===== config.mk =====
export PLATFORM = sky130hd
export DESIGN_NAME = spu_writeback_flat
export DESIGN_NICKNAME = d
export VERILOG_FILES = /design/src/rtl/spu_pkg.sv /design/src/rtl/spu_writeback_if.sv /design/src/rtl/spu_scoreboard.sv /design/src/rtl/spu_writeback.sv /design/src/flat_wrapper.sv
export SDC_FILE = /design/constraint.sdc
export NUM_CORES = 1
export LEC_CHECK = 0
export BUFFER_PORTS_ARGS = -buffer_cell sky130_fd_sc_hd__buf_2
export CORE_AREA = 2 2 243 245
export CTS_CLUSTER_SIZE = 30
export DETAILED_ROUTE_END_ITERATION = 10
export DIE_AREA = 0 0 245 247
export PLACE_DENSITY = 0.56
export SYNTH_ARGS = -nofsm -noshare
export SYNTH_HDL_FRONTEND = slang
export SYNTH_SLANG_ARGS = --single-unit

===== constraint.sdc =====
create_clock -name clk -period 4.6 [get_ports clk]
set_clock_uncertainty 0.2 [all_clocks]
set_input_delay 0.69 -clock clk [delete_from_list [all_inputs] [get_ports clk]]
set_output_delay 0.69 -clock clk [all_outputs]
set_load 0.1 [all_outputs]

===== src/rtl/spu_pkg.sv =====
// rtl/spu_pkg.sv - shared widths, unit encodings and retire-slot record for the SPU writeback slice
package spu_pkg;

  localparam int DATA_W   = 128;
  localparam int RADDR_W  = 7;
  localparam int NUM_REGS = 128;
  localparam int CHK_SLOTS = 4;

  typedef enum logic [2:0] {
    UNIT_SP   = 3'd0,
    UNIT_FX2  = 3'd1,
    UNIT_BYTE = 3'd2,
    UNIT_FX1  = 3'd3,
    UNIT_FP   = 3'd4,
    UNIT_LS   = 3'd5,
    UNIT_PERM = 3'd6,
    UNIT_BR   = 3'd7
  } unit_e;

  typedef struct packed {
    logic               we;
    logic [RADDR_W-1:0] rt;
    logic [DATA_W-1:0]  data;
    logic [2:0]         unit;
    logic [2:0]         latency;
  } retire_slot_t;

  // One-hot register mask, all zero when en is low.
  function automatic logic [NUM_REGS-1:0] reg_onehot(input logic en, input logic [RADDR_W-1:0] idx);
    reg_onehot      = '0;
    reg_onehot[idx] = en;
  endfunction

endpackage


===== src/rtl/spu_writeback_if.sv =====
// rtl/spu_writeback_if.sv - retire/issue/lookup/rf-write bundle; forwarding signals exist only with SPU_WB_FORWARD_EN
interface spu_writeback_if;
  import spu_pkg::*;

  logic                       regWriteEnable_in1, regWriteEnable_in2;
  logic [DATA_W-1:0]          result_in1, result_in2;
  logic [RADDR_W-1:0]         readRegisterRT_in1, readRegisterRT_in2;
  logic [2:0]                 unitID_in1, unitID_in2;
  logic [2:0]                 latency_in1, latency_in2;
  logic                       issue_valid_in1, issue_valid_in2;
  logic [RADDR_W-1:0]         issue_rt_in1, issue_rt_in2;
  logic [CHK_SLOTS*RADDR_W-1:0] chk_reg_in;
  logic [CHK_SLOTS-1:0]       chk_busy_out;
  logic                       rf_we_out1, rf_we_out2;
  logic [RADDR_W-1:0]         rf_waddr_out1, rf_waddr_out2;
  logic [DATA_W-1:0]          rf_wdata_out1, rf_wdata_out2;
  logic [15:0]                collision_count_out;
  logic                       latency_err_out;
  logic [2:0]                 err_unit_out;
`ifdef SPU_WB_FORWARD_EN
  logic [CHK_SLOTS-1:0]       fwd_hit_out;
  logic [CHK_SLOTS*DATA_W-1:0] fwd_data_out;

  modport master (
    output regWriteEnable_in1, regWriteEnable_in2, result_in1, result_in2,
           readRegisterRT_in1, readRegisterRT_in2, unitID_in1, unitID_in2,
           latency_in1, latency_in2, issue_valid_in1, issue_valid_in2,
           issue_rt_in1, issue_rt_in2, chk_reg_in,
    input  chk_busy_out, rf_we_out1, rf_we_out2, rf_waddr_out1, rf_waddr_out2,
           rf_wdata_out1, rf_wdata_out2, collision_count_out, latency_err_out,
           err_unit_out, fwd_hit_out, fwd_data_out
  );
  modport slave (
    input  regWriteEnable_in1, regWriteEnable_in2, result_in1, result_in2,
           readRegisterRT_in1, readRegisterRT_in2, unitID_in1, unitID_in2,
           latency_in1, latency_in2, issue_valid_in1, issue_valid_in2,
           issue_rt_in1, issue_rt_in2, chk_reg_in,
    output chk_busy_out, rf_we_out1, rf_we_out2, rf_waddr_out1, rf_waddr_out2,
           rf_wdata_out1, rf_wdata_out2, collision_count_out, latency_err_out,
           err_unit_out, fwd_hit_out, fwd_data_out
  );
`else
  modport master (
    output regWriteEnable_in1, regWriteEnable_in2, result_in1, result_in2,
           readRegisterRT_in1, readRegisterRT_in2, unitID_in1, unitID_in2,
           latency_in1, latency_in2, issue_valid_in1, issue_valid_in2,
           issue_rt_in1, issue_rt_in2, chk_reg_in,
    input  chk_busy_out, rf_we_out1, rf_we_out2, rf_waddr_out1, rf_waddr_out2,
           rf_wdata_out1, rf_wdata_out2, collision_count_out, latency_err_out,
           err_unit_out
  );
  modport slave (
    input  regWriteEnable_in1, regWriteEnable_in2, result_in1, result_in2,
           readRegisterRT_in1, readRegisterRT_in2, unitID_in1, unitID_in2,
           latency_in1, latency_in2, issue_valid_in1, issue_valid_in2,
           issue_rt_in1, issue_rt_in2, chk_reg_in,
    output chk_busy_out, rf_we_out1, rf_we_out2, rf_waddr_out1, rf_waddr_out2,
           rf_wdata_out1, rf_wdata_out2, collision_count_out, latency_err_out,
           err_unit_out
  );
`endif

endinterface


===== src/rtl/spu_scoreboard.sv =====
// rtl/spu_scoreboard.sv - pending-destination bit per register with four lookup ports
module spu_scoreboard
  import spu_pkg::*;
(
  input  logic                         clk,
  input  logic                         reset,
  input  logic [NUM_REGS-1:0]          set_vec,
  input  logic [NUM_REGS-1:0]          clr_vec,
  input  logic [CHK_SLOTS*RADDR_W-1:0] chk_reg,
  output logic [CHK_SLOTS-1:0]         chk_busy
);

  logic [NUM_REGS-1:0] pending;

  // Clear committed writes, then set new issues so a same-edge set wins.
  always_ff @(posedge clk or negedge reset) begin
    if (!reset) pending <= '0;
    else        pending <= (pending & ~clr_vec) | set_vec;
  end

  // Look up the four queried registers.
  always_comb begin
    chk_busy = '0;
    for (int k = 0; k < CHK_SLOTS; k++)
      chk_busy[k] = pending[chk_reg[k*RADDR_W +: RADDR_W]];
  end

endmodule


===== src/rtl/spu_writeback.sv =====
// rtl/spu_writeback.sv - retire/collision/rf write/error capture; SPU_WB_FORWARD_EN adds rf-write forwarding to lookups
module spu_writeback
  import spu_pkg::*;
(
  input logic            clk,
  input logic            reset,
  spu_writeback_if.slave wb
);

  retire_slot_t        slot1, slot2;
  logic                ret1, ret2, collide, wr1, wr2, lerr1, lerr2;
  logic [NUM_REGS-1:0] set_vec, clr_vec;
  logic [CHK_SLOTS-1:0] sb_busy;

  assign slot1 = '{we: wb.regWriteEnable_in1, rt: wb.readRegisterRT_in1, data: wb.result_in1,
                   unit: wb.unitID_in1, latency: wb.latency_in1};
  assign slot2 = '{we: wb.regWriteEnable_in2, rt: wb.readRegisterRT_in2, data: wb.result_in2,
                   unit: wb.unitID_in2, latency: wb.latency_in2};

  assign ret1    = slot1.we && (slot1.latency == 3'd0);
  assign ret2    = slot2.we && (slot2.latency == 3'd0);
  assign lerr1   = slot1.we && (slot1.latency != 3'd0);
  assign lerr2   = slot2.we && (slot2.latency != 3'd0);
  // The odd pipe is younger in program order, so its value survives a same-target retire.
  assign collide = ret1 && ret2 && (slot1.rt == slot2.rt);
  assign wr1     = ret1 && !collide;
  assign wr2     = ret2;

  // Register the qualified retires as the register-file write ports.
  always_ff @(posedge clk or negedge reset) begin
    if (!reset) begin
      wb.rf_we_out1    <= 1'b0;
      wb.rf_we_out2    <= 1'b0;
      wb.rf_waddr_out1 <= '0;
      wb.rf_waddr_out2 <= '0;
      wb.rf_wdata_out1 <= '0;
      wb.rf_wdata_out2 <= '0;
    end else begin
      wb.rf_we_out1    <= wr1;
      wb.rf_we_out2    <= wr2;
      wb.rf_waddr_out1 <= wr1 ? slot1.rt : '0;
      wb.rf_waddr_out2 <= wr2 ? slot2.rt : '0;
      wb.rf_wdata_out1 <= wr1 ? slot1.data : '0;
      wb.rf_wdata_out2 <= wr2 ? slot2.data : '0;
    end
  end

  // Saturating count of suppressed pipe-1 writes.
  always_ff @(posedge clk or negedge reset) begin
    if (!reset)
      wb.collision_count_out <= '0;
    else if (collide && (wb.collision_count_out != 16'hFFFF))
      wb.collision_count_out <= wb.collision_count_out + 16'd1;
  end

  // Capture the first latency error only; pipe 1 is reported when both hit together.
  always_ff @(posedge clk or negedge reset) begin
    if (!reset) begin
      wb.latency_err_out <= 1'b0;
      wb.err_unit_out    <= '0;
    end else if (!wb.latency_err_out && (lerr1 || lerr2)) begin
      wb.latency_err_out <= 1'b1;
      wb.err_unit_out    <= lerr1 ? slot1.unit : slot2.unit;
    end
  end

  assign set_vec = reg_onehot(wb.issue_valid_in1, wb.issue_rt_in1)
                 | reg_onehot(wb.issue_valid_in2, wb.issue_rt_in2);
  assign clr_vec = reg_onehot(wb.rf_we_out1, wb.rf_waddr_out1)
                 | reg_onehot(wb.rf_we_out2, wb.rf_waddr_out2);

  spu_scoreboard u_scoreboard (
    .clk      (clk),
    .reset    (reset),
    .set_vec  (set_vec),
    .clr_vec  (clr_vec),
    .chk_reg  (wb.chk_reg_in),
    .chk_busy (sb_busy)
  );

`ifdef SPU_WB_FORWARD_EN
  // Match each lookup slot against the in-flight rf writes; pipe 2 takes priority.
  always_comb begin
    wb.fwd_hit_out  = '0;
    wb.fwd_data_out = '0;
    for (int k = 0; k < CHK_SLOTS; k++) begin
      if (wb.rf_we_out2 && (wb.rf_waddr_out2 == wb.chk_reg_in[k*RADDR_W +: RADDR_W])) begin
        wb.fwd_hit_out[k]                  = 1'b1;
        wb.fwd_data_out[k*DATA_W +: DATA_W] = wb.rf_wdata_out2;
      end else if (wb.rf_we_out1 && (wb.rf_waddr_out1 == wb.chk_reg_in[k*RADDR_W +: RADDR_W])) begin
        wb.fwd_hit_out[k]                  = 1'b1;
        wb.fwd_data_out[k*DATA_W +: DATA_W] = wb.rf_wdata_out1;
      end
    end
  end

  assign wb.chk_busy_out = sb_busy & ~wb.fwd_hit_out;
`else
  assign wb.chk_busy_out = sb_busy;
`endif

endmodule


===== src/flat_wrapper.sv =====
// flat-port wrapper written by rule: the top's interface ports become plain ports
module spu_writeback_flat import spu_pkg::*;
  (clk, reset, wb_regWriteEnable_in1, wb_regWriteEnable_in2, wb_result_in1, wb_result_in2, wb_readRegisterRT_in1, wb_readRegisterRT_in2, wb_unitID_in1, wb_unitID_in2, wb_latency_in1, wb_latency_in2, wb_issue_valid_in1, wb_issue_valid_in2, wb_issue_rt_in1, wb_issue_rt_in2, wb_chk_reg_in, wb_chk_busy_out, wb_rf_we_out1, wb_rf_we_out2, wb_rf_waddr_out1, wb_rf_waddr_out2, wb_rf_wdata_out1, wb_rf_wdata_out2, wb_collision_count_out, wb_latency_err_out, wb_err_unit_out);
  spu_writeback_if wb_i ();
  input logic clk;
  input logic reset;
  input wire logic [$bits(wb_i.regWriteEnable_in1)-1:0] wb_regWriteEnable_in1;
  input wire logic [$bits(wb_i.regWriteEnable_in2)-1:0] wb_regWriteEnable_in2;
  input wire logic [$bits(wb_i.result_in1)-1:0] wb_result_in1;
  input wire logic [$bits(wb_i.result_in2)-1:0] wb_result_in2;
  input wire logic [$bits(wb_i.readRegisterRT_in1)-1:0] wb_readRegisterRT_in1;
  input wire logic [$bits(wb_i.readRegisterRT_in2)-1:0] wb_readRegisterRT_in2;
  input wire logic [$bits(wb_i.unitID_in1)-1:0] wb_unitID_in1;
  input wire logic [$bits(wb_i.unitID_in2)-1:0] wb_unitID_in2;
  input wire logic [$bits(wb_i.latency_in1)-1:0] wb_latency_in1;
  input wire logic [$bits(wb_i.latency_in2)-1:0] wb_latency_in2;
  input wire logic [$bits(wb_i.issue_valid_in1)-1:0] wb_issue_valid_in1;
  input wire logic [$bits(wb_i.issue_valid_in2)-1:0] wb_issue_valid_in2;
  input wire logic [$bits(wb_i.issue_rt_in1)-1:0] wb_issue_rt_in1;
  input wire logic [$bits(wb_i.issue_rt_in2)-1:0] wb_issue_rt_in2;
  input wire logic [$bits(wb_i.chk_reg_in)-1:0] wb_chk_reg_in;
  output wire logic [$bits(wb_i.chk_busy_out)-1:0] wb_chk_busy_out;
  output wire logic [$bits(wb_i.rf_we_out1)-1:0] wb_rf_we_out1;
  output wire logic [$bits(wb_i.rf_we_out2)-1:0] wb_rf_we_out2;
  output wire logic [$bits(wb_i.rf_waddr_out1)-1:0] wb_rf_waddr_out1;
  output wire logic [$bits(wb_i.rf_waddr_out2)-1:0] wb_rf_waddr_out2;
  output wire logic [$bits(wb_i.rf_wdata_out1)-1:0] wb_rf_wdata_out1;
  output wire logic [$bits(wb_i.rf_wdata_out2)-1:0] wb_rf_wdata_out2;
  output wire logic [$bits(wb_i.collision_count_out)-1:0] wb_collision_count_out;
  output wire logic [$bits(wb_i.latency_err_out)-1:0] wb_latency_err_out;
  output wire logic [$bits(wb_i.err_unit_out)-1:0] wb_err_unit_out;
  assign wb_i.regWriteEnable_in1 = wb_regWriteEnable_in1;
  assign wb_i.regWriteEnable_in2 = wb_regWriteEnable_in2;
  assign wb_i.result_in1 = wb_result_in1;
  assign wb_i.result_in2 = wb_result_in2;
  assign wb_i.readRegisterRT_in1 = wb_readRegisterRT_in1;
  assign wb_i.readRegisterRT_in2 = wb_readRegisterRT_in2;
  assign wb_i.unitID_in1 = wb_unitID_in1;
  assign wb_i.unitID_in2 = wb_unitID_in2;
  assign wb_i.latency_in1 = wb_latency_in1;
  assign wb_i.latency_in2 = wb_latency_in2;
  assign wb_i.issue_valid_in1 = wb_issue_valid_in1;
  assign wb_i.issue_valid_in2 = wb_issue_valid_in2;
  assign wb_i.issue_rt_in1 = wb_issue_rt_in1;
  assign wb_i.issue_rt_in2 = wb_issue_rt_in2;
  assign wb_i.chk_reg_in = wb_chk_reg_in;
  assign wb_chk_busy_out = wb_i.chk_busy_out;
  assign wb_rf_we_out1 = wb_i.rf_we_out1;
  assign wb_rf_we_out2 = wb_i.rf_we_out2;
  assign wb_rf_waddr_out1 = wb_i.rf_waddr_out1;
  assign wb_rf_waddr_out2 = wb_i.rf_waddr_out2;
  assign wb_rf_wdata_out1 = wb_i.rf_wdata_out1;
  assign wb_rf_wdata_out2 = wb_i.rf_wdata_out2;
  assign wb_collision_count_out = wb_i.collision_count_out;
  assign wb_latency_err_out = wb_i.latency_err_out;
  assign wb_err_unit_out = wb_i.err_unit_out;
  spu_writeback u_core (.clk(clk), .reset(reset), .wb(wb_i));
endmodule

Word-level counts from Yosys, hierarchy flattened
Cells that the tools add are included.
Widths: inputs -> output; s select.
{"block": "word_totals", "mem_count": 0, "ram_bits": 0, "elab_cells": 75, "in_bits": 330, "romBits": 0, "latchBits": 0, "register_bits": 420, "output_inout_bits": 296}
{"block": "op_classes", "n_eq_ne": 2, "n_mul": 0, "addsub": 1, "muxes": 21, "div": 0, "n_bitwise": 9, "reduce_logical": 20, "shift": 0, "magnitude_cmp": 12}
{"op": "$and 128x128->128", "count": 5}
{"op": "$or 128x128->128", "count": 3}
{"op": "$mux 128", "count": 2}
{"op": "$not 128->128", "count": 1}
{"op": "$lt 7x8->1 const B", "count": 8}
{"op": "$bmux 1 s7", "count": 4}
{"op": "$demux 1 s7", "count": 4}
{"op": "$ge 7x1->1 const B", "count": 4}
{"op": "$add 16x1->16 const B", "count": 1}
{"op": "$ne 16x16->1 const B", "count": 1}
{"op": "$mux 7", "count": 2}
{"op": "$logic_and 1x1->1", "count": 13}
{"op": "$mux 1", "count": 8}
{"op": "$eq 7x7->1", "count": 1}
{"op": "$logic_not 3->1", "count": 2}
{"op": "$reduce_bool 3->1", "count": 2}
{"op": "$mux 3", "count": 1}
{"op": "$logic_not 1->1", "count": 2}
{"op": "$logic_or 1x1->1", "count": 1}

Depth between registers and ports, before layout
Gate-level depths: netlist (run 1).
{"block": "depth", "depth_word": 9, "mapped_depth": 9, "mapped_depth_nobuf": 6}

By module
A second synthesis (run 1) with hierarchy kept.
{"block": "unflattened", "cells_unflattened": 1890, "area_unflattened_um2": 21523.1}
{"module": "spu_writeback", "area_per_inst_um2": 12410.7, "n_inst": 1, "cells_per_inst": 1162, "seq_area_each_um2": 7307.0}
{"module": "spu_scoreboard", "area_per_inst_um2": 9112.5, "n_inst": 1, "cells_per_inst": 728, "seq_area_each_um2": 3203.1}

Worst setup path after synthesis (run 1)
No wires, ideal clock.
{"block": "synth_path", "path_type": "input-to-output", "from": "input wb_chk_reg_in[1]", "to": "output wb_chk_busy_out[0]", "stages": 7, "n_path_buf": 1, "slack_ps": 701, "required_time_ps": 3710, "t_arrival_ps": 3009, "path_cell_list": "buf_2 > mux4_2 > nor2b_1 > a2111oi_0 > a21oi_1 > nand4_1 > nand4_1"}
{"block": "synth_via", "elab_chain_len": 2}
{"element": "from (decl)", "line_no": "flat_wrapper.sv:21", "source": "input wire logic [$bits(wb_i.chk_reg_in)-1:0] wb_chk_reg_in;"}
{"element": "$bmux 1 s7", "line_no": "spu_scoreboard.sv:25", "source": "chk_busy[k] = pending[chk_reg[k*RADDR_W +: RADDR_W]];"}
{"element": "$mux 1 (implied by the code)", "line_no": "spu_scoreboard.sv:25"}
{"element": "to (decl)", "line_no": "flat_wrapper.sv:22", "source": "output wire logic [$bits(wb_i.chk_busy_out)-1:0] wb_chk_busy_out;"}
No other way between the ends. The select of a mux whose other input is x is not followed.

Worst setup path in the final report (run 1)
{"block": "layout_path", "from": "input wb_chk_reg_in[14]", "to": "output wb_chk_busy_out[2]"}
The elaborated chain is that of the path after synthesis.

==> qor.yml, run 1 <==
global_routing:
  grt_first_pass_wirelength_mm: 151
  grt_max_degree: 137
  grt.total_usage: 0.361
  antenna_found_initial: 36
  overflow: 0
  grt_pass1_vias: 18000
power:
  pwr_density_cell_nw_per_um2: 348
  leakagePower_nw: 12.4
  peakVddDrop_v: 0.000274
worst_setup_path:
  crit_top_cell: "buf_2"
  reg2reg_from: "u_core.wb.rf_waddr_out2[4]"
  rr_worst_depth: 5
  cp_slowest_cell: "mux4_2"
  start_kind: "input port"
  cp_num_buf_inv: 3
  crit_required_ps: 3710
  slowest_delay_ps: 510
  rrSetupSlack_ps: 1870
  cpLargestDelayFamily: "buffers and inverters"
  path_max_fanout: 19
  cp-end-kind: "output port"
  r2r_end: "u_core.u_scoreboard.pending[25]"
  critPathArrivalTime_ps: 3050
  crit_type: "input port to output port"
  crit_chain: "buf_2 > buf_4 > mux4_2 > nor3_1 > a21oi_1 > o211ai_1 > nand4_1 > buf_2"
finish:
  drive_above_1_share: 0.370
  syn2layout_area_growth_pct: 26.7
  stdcell_count: 3158
  final_net_count: 2663
routing:
  dr.pass1.iters: 7
  drtAntennaViolNets: 0
  drc: 0
  post_drt_via_cell_ratio: 5.99
  wirelength_mm: 110
  drt_iter0_drc: 2477
  vias: 18900
  avgRoutedWirePerCell_um: 34.9
timing:
  finalMaxSlewViolations: 0
  final_hold_viol_count: 0
  period_share: 0.856
  tns_ps: 0
  tightest_slew_ps: 1120
  period_minus_slack_ps: 3940
  setup_violations: 0
  rsz0062_at_grt: "false"
  timing.slew.headroom: 0.248
  hold_ws_ps: 91.9
  fmaxAchievable_ghz: 0.254
synthesis:
  ys_seq_area_frac: 0.504
  ys.flop_type: "dfrtp_1"
  yosysTopAreaCellShare: 0.504
  synth_cell_types: 48
  synth.avg_cell_area_um2: 11.8
  synthCells: 1766
  synth_most_common_cell: "dfrtp_1"
  synth-seq-cells: 420
  synth_fp_nets: 2097
  ys_async_sr_fraction: 1.00
  synthAdderAreaFrac: 0.000600
  synthTopCellsByArea: "dfrtp_1, mux4_2, and2_1"
  synthMuxAreaShare: 0.159
  yosys.area_share.xor_xnor: 0.00881
  synth_edf_count: 0
  synth_top_cells_by_count: "dfrtp_1, and2_1, nand2_1"
  yosys.area_share.simple: 0.183
  synthesis.area_um2: 20900
  synth_compound_area_frac: 0.116
  synth_top_family_by_area: "simple AND/OR/NAND/NOR gates"
  yosysWarnings: 0
  synth_top_area_cell: "dfrtp_1"
clock_tree:
  cts_buffers: 47
  cts-htree-levels: 2
  path_clk_slew_ps: 60
  cts_tree: "done"
  cts.sink_count: 420
  post_cts_buffers: 0
  cts_root_buffer: "clkbuf_16"
  cts_buffer_depth: 3
  clock_latency_ps: 600
floorplanning:
  rows: 89
  io_pins: 626
  start_util: 0.358
  dieWidth_um: 245
  fp.dieH_um: 247
  die-area_um2: 60500
  core_area_um2: 58200
placement:
  gp_routability_congestion: 1.04
  dp_hpwl_mm: 86.7
  portBuffers: 625
  placedCellCount: 3055
worst_hold_path:
  hold_path_depth: 2
  min_from: "wb_result_in2[67]"
  hold_path_class: "input port to flop"
  whs_endpoint: "u_core.wb.rf_wdata_out2[67]"
job:
  cap_violations: 0
status:
  status: "completed"
## worst register-to-register path: stages (launching register included)
cell      delay, ps
dfrtp_1         750
nand2_1         340
nor3_1          840
a22oi_1         180
nand2_1         140
o221ai_1        110
## power breakdown
group          internal [W]  leakage [nW]  switching, W
sequential          0.00376          5.18     0.0000912
combinational      0.000313          6.42      0.000810
clock               0.00254         0.839       0.00169
total               0.00661          12.4       0.00259
## per-stage QoR
step / util / setup WS, ps / cell area [µm²] / total power (W)
floorplan: - / 701 / 20900 / 0.00454
global placement: 0.423 / 664 / 24700 / 0.00502
detailed placement: 0.423 / 688 / 24700 / 0.00503
CTS: 0.453 / 688 / 26400 / 0.00924
global route: 0.454 / 479 / 26400 / 0.00947
finish: 0.454 / 661 / 26400 / 0.00920
## worst max path at each step
stage	start	end	slack (ps)	depth (start not counted)
after detailed placement	wb_chk_reg_in[21]	wb_chk_busy_out[3]	690	9
after CTS	wb_chk_reg_in[21]	wb_chk_busy_out[3]	690	9
after global placement	wb_chk_reg_in[15]	wb_chk_busy_out[2]	660	8
final	wb_chk_reg_in[14]	wb_chk_busy_out[2]	660	8
after global routing	wb_chk_reg_in[21]	wb_chk_busy_out[3]	480	9
after floorplan	wb_chk_reg_in[1]	wb_chk_busy_out[0]	700	7
## state kept, by name, indices dropped and copies added, names as in the netlist
signal                         count
u_core.u_scoreboard.pending      128
u_core.wb.rf_wdata_out1          128
u_core.wb.rf_wdata_out2          128
u_core.wb.collision_count_out     16
u_core.wb.rf_waddr_out1            7
u_core.wb.rf_waddr_out2            7
u_core.wb.err_unit_out             3
u_core.wb.latency_err_out          1
u_core.wb.rf_we_out1               1
u_core.wb.rf_we_out2               1
## per-layer routing
layer  vias up  global-route usage  routed length, µm
li1       7740                   -                  -
met1      9667               0.506              45600
met2      1327               0.549              49600
met3       155               0.116              12600
met4        28              0.0694               2170
met5         -                   0                179
## layout by cell type, fill, tap and decap left out, types with 40 or more instances in the layout
cell type / count
clkbuf_16: 48
nand2_1: 186
mux4_2: 132
and2_1: 286
nor2_1: 54
dfrtp_1: 420
buf_2: 624
o221ai_1: 115
a22oi_1: 126
nand3_1: 40
## what timing repair did
| item | CTS | global route |
|---|---|---|
| hold endpoints to repair | 66 | 0 |
| hold buffers | 1 | 0 |
| resized for setup | 0 | 0 |
## cells by family (layout without fill, tap and decap cells)
logic type	Yosys count	in the layout
AO/OA/AOI/OAI	308	308
XOR/XNOR	21	21
adder cells (fa/ha/maj)	1	1
buffers and inverters	146	750
flip-flops	420	420
multiplexers	165	165
other	0	15
AND/OR/NAND/NOR	705	705
## area by class of cell
class	count	area, µm²
sequential	420	10500
antenna	15	37.5
inverter	12	45.0
timing repair buffer	651	3390
clock buffer	57	1290
multi-input combinational	1200	9760
fill	5536	31800
tap	773	967
clock inverter	30	442
Note: power is estimated with default switching activity, not from simulation.
==> run 2, diff against run 1 <==
Settings changed: ABC_AREA set to 1, CORE_AREA 2 2 243 245 to 2 2 244 246, DIE_AREA 0 0 245 247 to 0 0 246 248, PLACE_DENSITY 0.56 to 0.58.
==> qor.yml, run 2 <==
job:
  cap_violations: 0  # unchanged
finish:
  final_net_count: 3784  # +42%
  syn2layout_area_growth_pct: 23.5
  stdcell_count: 4278  # +35%
  top_regs: "u_core.u_scoreboard.pending: 128 flops, u_core.wb.rf_wdata_out1: 128 flops, u_core.wb.rf_wdata_out2: 128 flops"
  drive_above_1_share: 0.219  # -0.150
  mostFrequentLayoutCells: "nand2_1, buf_2, nand3_1, dfrtp_1, inv_1"
  final_common_cell: "nand2_1"
power:
  intPower_w: 0.00625  # -5.4%
  switching_share: 0.302  # +0.0204
  pwr_density_cell_nw_per_um2: 326  # -6.3%
  p_switching_w: 0.00271  # +4.4%
  p_comb_frac: 0.153  # +0.031
  leakagePower_nw: 15.5  # +24%
  seq_power_share: 0.424  # +0.006
  peakVddDrop_v: 0.000278  # +1.3%
  clkPwrFrac: 0.422  # -0.037
floorplanning:
  io_pins: 626  # unchanged
  die-area_um2: 61000  # +0.81%
  rows: 89  # unchanged
  core_area_um2: 58500  # +0.38%
  fp.dieH_um: 248  # +0.40%
  start_util: 0.380  # +0.0219
  dieWidth_um: 246  # +0.41%
worst_setup_path:
  cp-end-kind: "output port"
  start_kind: "input port"
  crit_required_ps: 3710  # about the same
  crit_top_cell: "nand2_1"
  slowest_delay_ps: 820  # +310 ps
  path_max_fanout: 28  # +9
  critPathArrivalTime_ps: 2890  # -160 ps
  cp_slowest_cell: "inv_1"
  crit_chain: "buf_2 > inv_1 > nand3_1 > nand3_1 > nand3_1 > nand2_1 > nand2_1 > nand3_1 > nand2_1 > nand2_1 > nand2_1 > buf_2"
  crit_type: "input port to output port"
  rrSetupSlack_ps: 1790  # -80 ps
routing:
  drt_iter0_drc: 3463  # +40%
  wirelength_mm: 120  # +8.7%
  drtAntennaViolNets: 0  # unchanged
  drc: 0  # unchanged
  vias: 24300  # +28%
  post_drt_via_cell_ratio: 5.68  # -5.2%
  avgRoutedWirePerCell_um: 28.0  # -20%
  dr.pass1.iters: 8  # +1
placement:
  portBuffers: 625  # unchanged
  placedCellCount: 4177  # +37%
  dp_hpwl_mm: 90.8  # +4.7%
  gp_routability_congestion: 0.995  # -4.7%
clock_tree:
  cts_root_buffer: "clkbuf_16"
  cts_buffer_depth: 3  # unchanged
  cts_buffers: 46  # -2.1%
  cts.sink_count: 420  # unchanged
  path_clk_slew_ps: 70  # about the same
  hold_buffers: 1  # unchanged
  cts_tree: "done"
  clock_latency_ps: 610  # about the same
  cts_resized: 0  # unchanged
  cts-htree-levels: 2  # unchanged
  post_cts_buffers: 0  # unchanged
synthesis:
  synth_cell_types: 29  # -40%
  synth.avg_cell_area_um2: 7.64  # -35%
  synthesis.area_um2: 22200  # +6.5%
  synth_top_cells_by_count: "nand2_1, nand3_1, dfrtp_1"
  synth_most_common_cell: "nand2_1"
  yosysWarnings: 0  # unchanged
  yosysTopAreaCellShare: 0.473  # -0.0308
  ys_async_sr_fraction: 1.00  # unchanged
  synth_fp_nets: 3240  # +55%
  ys.flop_type: "dfrtp_1"
  synth_top_area_cell: "dfrtp_1"
  synthTopCellsByArea: "dfrtp_1, nand2_1, nand3_1"
  synth-seq-cells: 420  # unchanged
  synth_edf_count: 0  # unchanged
  synthCells: 2909  # +65%
  ys_seq_area_frac: 0.473  # -0.0308
timing:
  fmaxAchievable_ghz: 0.264  # +4.1%
  rsz0062_at_grt: "false"
  finalMaxSlewViolations: 0  # unchanged
  period_minus_slack_ps: 3780  # -155 ps
  tightest_slew_ps: 1160  # +33.7 ps
  setup_violations: 0  # unchanged
  period_share: 0.823  # -0.0336
  final_hold_viol_count: 0  # unchanged
  tns_ps: 0  # unchanged
  timing.slew.headroom: 0.228  # -0.0204
worst_hold_path:
  hold_path_class: "input port to flop"
global_routing:
  grt.total_usage: 0.385  # +0.0248
  grt_first_pass_wirelength_mm: 166  # +10%
  antenna_found_initial: 34  # -5.6%
  overflow: 0  # unchanged
  grt_pass1_vias: 22200  # +23%
  grt_max_degree: 106  # -23%
status:
  status: "completed"
==> run 2: cell types whose count changed in the layout (fill, tap and decap cells not counted), sizes merged, moves of 17 or more <==
| cell | change |
|---|---|
| mux2i | -31 |
| o221ai | +130 |
| nand3 | +469 |
| nor2 | +282 |
| nand2 | +529 |
| a22oi | -126 |
| mux4 | -132 |
| and2 | -285 |
| inv | +418 |
| a21oi | -18 |
| nor2b | -30 |
| o21ai | +17 |
==> run 2: through the flow <==
| step | instance area, µm² | setup WS [ps] | total power [W] | util | hold slack (ps) |
|---|---|---|---|---|---|
| after global routing | 27400 | 664 | 0.00923 | 0.469 | 70.1 |
| after detailed placement | 25900 | 894 | 0.00521 | 0.443 | 269 |
| after global placement | 25900 | 869 | 0.00521 | 0.443 | 271 |
| after floorplan | 22200 | 1470 | 0.00467 | - | 194 |
| final | 27500 | 816 | 0.00895 | 0.470 | 78.6 |
| after CTS | 27400 | 889 | 0.00894 | 0.469 | 69.4 |
==> run 2: cell type report <==
type,count,area [µm²]
Antenna cell,18,45.0
Clock inverter,14,181
Inverter,430,1620
Clock buffer,68,1320
Multi-Input combinational cell,1897,9300
Sequential cell,420,10500
Tap cell,773,967
Timing Repair Buffer,658,3510
Fill cell,6055,31000
==> run 2: cells by family (layout without fill, tap and decap cells) <==
logic type               after synthesis  in the layout  synth area share
XOR/XNOR                              16             16           0.00630
flip-flops                           420            420             0.473
other                                  0             18                 0
buffers and inverters                592           1170             0.109
AND/OR/NAND/NOR                     1616           1616             0.310
adder cells (fa/ha/maj)                1              1          0.000563
AO/OA/AOI/OAI                        264            264             0.101
==> run 2: layer usage <==
layer | part of all wire | global-route usage | vias up
met3 | 0.17 | 0.191 | 267
met1 | 0.41 | 0.547 | 11600
li1 | - | - | 10700
met5 | 0.0010 | 0.0223 | -
met2 | 0.39 | 0.515 | 1735
met4 | 0.027 | 0.0934 | 18
==> run 2: final timing paths <==
check | start | end | cells after the start
max reg2reg | u_core.wb.rf_we_out1 | u_core.u_scoreboard.pending[48] | 3
max in group asynchronous | reset | u_core.wb.rf_wdata_out1[13] | 3
min in group asynchronous | reset | u_core.wb.rf_wdata_out1[32] | 2
min | wb_result_in2[92] | u_core.wb.rf_wdata_out2[92] | 3
min reg2reg | u_core.wb.latency_err_out | u_core.wb.latency_err_out | 2
max | wb_chk_reg_in[22] | wb_chk_busy_out[3] | 12
==> run 2: worst max-delay path, delay by kind of cell <==
kind	cells	cell delay (ps)
buffers and inverters	3	1240
and+or+nand+nor	9	900
==> run 2: power by group through the flow <==
stage	clock network (W)	logic, W	registers, W
after global placement	0	0.00134	0.00386
after CTS	0.00379	0.00135	0.00379
after floorplan	0	0.000543	0.00412
after detailed placement	0	0.00135	0.00386
after global routing	0.00395	0.00147	0.00380
final	0.00378	0.00137	0.00380
